## config.mk

```make
export PLATFORM = sky130hd
export DESIGN_NAME = data_sync_v2
export DESIGN_NICKNAME = d
export VERILOG_FILES = /design/src/rtl/data_sync_v2.sv
export SDC_FILE = /design/constraint.sdc
export NUM_CORES = 1
export LEC_CHECK = 0
export CORE_AREA = 2 2 48 50
export CTS_CLUSTER_DIAMETER = 30
export CTS_CLUSTER_SIZE = 8
export DETAILED_ROUTE_END_ITERATION = 10
export DIE_AREA = 0 0 50 52
export PLACE_DENSITY = 0.73
export SLEW_MARGIN = 30
export SYNTH_ARGS = -nofsm -noshare
export SYNTH_HDL_FRONTEND = slang
export SYNTH_SLANG_ARGS = --single-unit
```

## constraint.sdc

```tcl
create_clock -name CLK -period 1.3 [get_ports CLK]
set_input_delay 0.325 -clock CLK [delete_from_list [all_inputs] [get_ports CLK]]
set_output_delay 0.325 -clock CLK [all_outputs]
set_load 0.005 [all_outputs]
```

## src/rtl/data_sync_v2.sv

```systemverilog
// Destination-side CDC bus synchronizer. A qualifier bit is re-timed through a flop chain
// and edge-detected; each detected event captures the source bus and emits a one-cycle pulse.
module data_sync_v2 #(
    parameter int BUS_WIDTH   = 8,
    parameter int NUM_STAGES  = 2,
    parameter int TOGGLE_MODE = 0,
    parameter int CNT_WIDTH   = 8
) (
    input  logic                 CLK,
    input  logic                 RST,
    input  logic [BUS_WIDTH-1:0] Unsync_Bus,
    input  logic                 Bus_Enable,
    input  logic                 Ovr_Clr,
    output logic [BUS_WIDTH-1:0] Sync_Bus,
    output logic                 Enable_Pulse,
    output logic                 Sync_Busy,
    output logic                 Overrun,
    output logic [CNT_WIDTH-1:0] Xfer_Count
);

    generate
        if (NUM_STAGES < 2 || NUM_STAGES > 4) begin : g_bad_stages
            $error("data_sync_v2: NUM_STAGES must be in 2..4");
        end
    endgenerate

    // Handshake: Bus_Enable acts as a valid with no ready. The source holds Unsync_Bus
    // stable from the qualifier change until Enable_Pulse rises; a new qualifier event
    // arriving while the previous one is still in the chain is flagged as Overrun.

    logic [NUM_STAGES-1:0] sync_q;
    logic                  edge_q;
    logic                  sync_last;
    logic                  event_w;
    logic                  entry_w;
    logic [NUM_STAGES:0]   chain_w;

    assign sync_last = sync_q[NUM_STAGES-1];
    assign chain_w   = {sync_q, edge_q};

    always_comb begin
        event_w = 1'b0;
        entry_w = 1'b0;
        if (TOGGLE_MODE != 0) begin
            event_w = sync_last ^ edge_q;
            entry_w = Bus_Enable ^ sync_q[0];
        end else begin
            event_w = sync_last & ~edge_q;
            entry_w = Bus_Enable & ~sync_q[0];
        end
    end

    // Busy while any chain flop disagrees with the others, i.e. a change is still travelling.
    assign Sync_Busy = (|chain_w) & ~(&chain_w);

    always_ff @(posedge CLK or negedge RST) begin
        if (!RST) begin
            sync_q <= '0;
            edge_q <= 1'b0;
        end else begin
            sync_q <= {sync_q[NUM_STAGES-2:0], Bus_Enable};
            edge_q <= sync_last;
        end
    end

    always_ff @(posedge CLK or negedge RST) begin
        if (!RST) begin
            Sync_Bus     <= '0;
            Enable_Pulse <= 1'b0;
            Xfer_Count   <= '0;
        end else begin
            Enable_Pulse <= event_w;
            if (event_w) begin
                Sync_Bus   <= Unsync_Bus;
                Xfer_Count <= Xfer_Count + CNT_WIDTH'(1);
            end
        end
    end

    // Set takes priority over clear so an overrun coinciding with Ovr_Clr is not lost.
    always_ff @(posedge CLK or negedge RST) begin
        if (!RST) begin
            Overrun <= 1'b0;
        end else if (entry_w && Sync_Busy) begin
            Overrun <= 1'b1;
        end else if (Ovr_Clr) begin
            Overrun <= 1'b0;
        end
    end

endmodule

```

After elaboration in Yosys (flattened, before gate mapping)
Cells that the tools add are included.
{ "word_totals": {"latchBits": 0, "romBits": 0, "ram_bits": 0, "memories": 0, "reg_bits": 21, "output_inout_bits": 19, "word_cells": 19} }
{ "op_classes": {"n_eq_ne": 0, "mul": 0, "n_div": 0, "magnitude_cmp": 0, "muxes": 2, "shift": 0, "n_reduce_logical": 4, "bitwise": 6, "add_sub_neg": 1} }
{ "ops": {"columns": ["operator", "count"], "rows": [
  ["$add 8x1->8 const B", 1],
  ["$and 1x1->1", 3],
  ["$not 1->1", 3],
  ["$reduce_and 3->1", 1],
  ["$reduce_or 3->1", 1],
  ["$mux 1", 2],
  ["$reduce_bool 2->1", 1],
  ["$logic_and 1x1->1", 1]
]} }

Longest topological paths before layout
{ "depth": {"depth_word": 5, "depth_mapped": 4, "mapped_depth_nobuf": 3} }

Worst setup path after synthesis
No wires, ideal clock.
{ "synth_timing": {"path_type": "register to register", "start": "reg sync_q[1]", "end": "reg Sync_Bus[0]", "arrival_ps": 1009, "required_time_ps": 1175, "setup_time_ps": 125, "path_stages_with_launch": 4, "path_slack_ps": 166, "path_cell_list": "dfrtp_1 -> nor2b_4 -> buf_12 -> mux2_4"} }
{ "synth_via": {"elab_chain_cells": 1} }
{ "synth_lines": {"columns": ["item", "line", "rtl"], "rows": [
  ["from (decl)", "31", "logic [NUM_STAGES-1:0] sync_q;"],
  ["from (signal assigned)", "61", "sync_q <= {sync_q[NUM_STAGES-2:0], Bus_Enable};"],
  ["$and 1x1->1", "48", "event_w = sync_last & ~edge_q;"],
  ["via event_w", "34", "logic event_w;"],
  ["to (signal assigned)", "74", "Sync_Bus <= Unsync_Bus;"],
  ["to (decl)", "14", "output logic [BUS_WIDTH-1:0] Sync_Bus,"]
]} }
The timed path passes the listed nets, and every way through them passes these cells.
A chain may end at the register's enable or synchronous reset.

Worst setup path in the final report
{ "layout_timing": {"start": "reg sync_q[1]", "end": "out Sync_Busy"} }
{ "layout_via": {"elab_chain_cells": 3, "word_cells_on_any_way": 4} }
{ "layout_lines": {"columns": ["item", "line", "rtl"], "rows": [
  ["$reduce_and 3->1", "54", "assign Sync_Busy = (|chain_w) & ~(&chain_w);"],
  ["$not 1->1", "54", null],
  ["$and 1x1->1 *", "54", null],
  ["to (decl)", "16", "output logic Sync_Busy,"]
]} }
Mark *: on every way between the ends. The rest lies on a longest branch, timed or not.

==> run summary <==
For this block, the initial DRC count from the detailed router was 0. By area, the combinational part of the netlist is dominated by multiplexers. For the fraction of the yosys area taken by sequential cells, the log shows 0.6096. Yosys mapped a number of flops with a built-in enable equal to 0. The post-placement setup slack was -0.2261 ns; the post-synthesis share of cell area spent on full adders, half adders and majority gates was 0.01451. The compound-gate portion of the synthesized area was 0.01016; the remaining number of nets flagged by the antenna check after routing was 0.

TritonCTS built the clock tree. In this run the register-to-register setup slack is -0.04 ns. The cell family contributing the most delay on the critical path is flip-flops. At the end of routability-driven placement, the weighted congestion stood at 0.7747. Along the worst path, the maximum fanout reaches 4.

The number of warnings issued by yosys is 0, and the global-route total usage across every layer is 0.1576. The count of inserted antenna diode cells was 0; the total die area was 2600 µm². The number of antenna violations at the first check in global routing is 0. For the initial standard-cell utilization of the core, the log shows 0.4094.

The critical path is of the register to output pin type. For the post-route DRC violation count, the log shows 0. Data on the critical path is required at its endpoint by 0.98 ns. For the global-route wire length before repair, the log shows 3063 µm.

In this run the critical register-to-register path is launched from edge_q. The multiplexer area fraction after synthesis was 0.1480; the placeable core region was 2106 µm². The xor/xnor share of the synthesized area is 0.07112.

Element type at the critical path start: a register. Clock-pin slew was measured on the worst setup and hold paths at 0.11 ns. Pin placement for this block handled 31 I/O pins. The most frequently used flop master after synthesis is dfrtp_1. Setup violations remaining at the end of the flow were counted as 10. Max-cap violations in this run came to 0.

Counting tap cells, the placed design contains a total of 126 instances. The buffer and inverter count on the worst path was 1; the post-synthesis sequential element count was 21. The share of final-layout standard cells stronger than drive strength 1 is 0.4286. The detailed-routing iteration count for the pre-antenna-repair pass came out at 1.

The static leakage is 0.7050 nW. After detailed routing, the average wire length per cell comes to 12.02 µm. The worst setup path is captured at an output pin. The run gives 0 as the global-route congestion overflow total. In this design, the stage delay of the slowest critical-path cell is 0.46 ns. The run gives 1 as the H-tree depth. Entering global routing, the biggest net connects 22 pins. The run gives 3 as the clock buffer count from CTS. The synthesized netlist contains 19 unique library cells.

The maximum clock frequency is 682.9 MHz, and the time the worst path needs with I/O delays and setup is 1.464 ns. The number of cell instances on the worst register-to-register path came out at 4. At the worst endpoint, the arrival time is 1.14 ns. The tools report the post-synthesis instance area as 862.1 µm². The simple logic cell fraction of the synthesized area was 0.1147. The run gives -0.1644 ns as the least setup slack across all paths after layout. The placed wire-length estimate after detailed placement is 1223 µm, and the number of sinks driven by the clock tree is 21.

VDD sags by at most 0.9518 mV. The tightest min-delay check is of the primary input to asynchronous set/reset pin type. The tools report the clock tree root buffer cell as clkbuf_4. The post-detailed-route via-to-cell ratio came out at 4.456. The number of global-route vias before repair is 708. For the clock latency on the worst-skew pair, the log shows 0.30 ns.

Setup repair after global routing could not meet its margin everywhere. In this run the critical register-to-register path is captured at Sync_Bus[4]. The run finished, with violations left. The final layout contains routed wiring with a total length of 1767 µm. On the critical path, the stage with the largest delay is an instance of dfrtp_2. The async set or reset register ratio after synthesis was 1.000; the slew of the pin with the lowest slew margin was 0.2599 ns. From bottom edge to top edge, the die measures 52 µm. The tightest hold path in the finished design has a slack of 0.3578 ns.

The part of the cycle the worst path needs is 1.126, and the setup clock skew after layout is 0.009339 ns. In this run the mean area of a mapped cell was 15.39 µm². The run gives 0 as the number of max-slew violations in the final report.

The post-synthesis instance total was 56; the final-stage net count was 133. The tools report the placement row count as 17. The routed layout has 655 vias. The signal on the critical path passes through nor3_4 > nor2_1 > buf_2.

The finished layout holds 147 standard cells, fillers aside. The final reports fail on setup timing. The number of nets handed over by synthesis was 69. The remaining max-slew budget at the tightest pin is 0.8262. The longest clock path from root to sink contains 2 buffers. The summed negative setup slack over all endpoints was -0.4430 ns. From left edge to right edge, the die measures 50 µm. The count of final hold-check violations is 0, and the final-layout fill cell count is 160. The power density over the cells came out at 1378 nW/µm².

Synthesis-to-layout area growth: 68.94%. Buffers placed on the I/O ports in this run total 30.
==> cell usage in the layout (no fill, tap or decap), drive strengths merged <==
cell type and n:
and4b 1, clkinv 1, nor2b 1, nor2 2, xor2 3, xnor2 4
nor3 2, dfrtp 21, inv 2, clkdlybuf4s15 17, clkbuf 4, nand3b 1
buf 31, ha 1, clkdlybuf4s50 11, o32ai 1, nand2 3, and3 1
mux2 9, nand4 3
==> layout make-up <==
type | count | area [µm²] | share of cell area
tap | 28 | 35.03 | 0.02405
multi-input combinational | 32 | 324.1 | 0.2225
clock buffer | 3 | 22.52 | 0.01546
inverter | 2 | 7.507 | 0.005155
sequential | 21 | 526.8 | 0.3617
clock inverter | 1 | 5.005 | 0.003436
timing repair buffer | 60 | 535.5 | 0.3677
==> registers in the layout, indices dropped and copies added (netlist names) <==
signal / flops
Enable_Pulse: 1
Overrun: 1
Sync_Bus: 8
Xfer_Count: 8
edge_q: 1
sync_q: 2
==> cells by family (layout without fill, tap and decap cells) <==
kind of cell	after synthesis	in the layout
compound gates	1	1
xor+xnor	7	7
fa+ha+maj	1	1
buf+inv	3	66
flops	21	21
mux	9	9
simple gates	14	14
==> worst max path at each step <==
stage | from | end | slack, ns | cells past startpoint
after floorplan | sync_q[1] | Sync_Bus[0] | 0.17 | 3
after global placement | sync_q[0] | Sync_Busy | -0.20 | 3
after CTS | sync_q[0] | Sync_Busy | -0.16 | 3
after detailed placement | sync_q[0] | Sync_Busy | -0.23 | 3
after global routing | sync_q[1] | Sync_Busy | -0.23 | 3
final | sync_q[1] | Sync_Busy | -0.16 | 3
==> synth_stat cells (2+ instances only) <==
cell / n / share of area
dfrtp_1: 21 / 0.61
mux2_4: 7 / 0.12
xnor2_1: 4 / 0.041
nand4_1: 3 / 0.022
xor2_1: 3 / 0.030
inv_1: 2 / 0.0087
mux2_2: 2 / 0.026
nand2_1: 2 / 0.0087
nor2_1: 2 / 0.0087
==> repair_timing <==
action	CTS	global route
buffers inserted	13	4
pin swaps	2	3
setup endpoints to repair	21	29
gates cloned	0	0
hold buffers	0	0
resized for setup	24	23
==> report_power, final <==
| group | internal (mW) | switching [mW] |
|---|---|---|
| clock | 0.114 | 0.184 |
| sequential | 0.782 | 0.0715 |
| combinational | 0.552 | 0.303 |
| total | 1.45 | 0.558 |
==> routing by layer <==
layer	wire length [µm]	vias to the layer above	track usage
li1	-	318	-
met5	0	-	0
met1	687	317	0.1676
met2	986	20	0.2961
met3	92	0	0.03448
met4	0	0	0.06944
==> through the flow <==
step	power [mW]	utilization	area [µm²]
finish	2.007	0.6916	1456
global route	2.165	0.6916	1456
CTS	1.972	0.6607	1391
detailed placement	1.640	0.6114	1287
global placement	1.613	0.6114	1287
floorplan	1.148	-	862.1
Note: power is estimated with default switching activity, not from simulation.
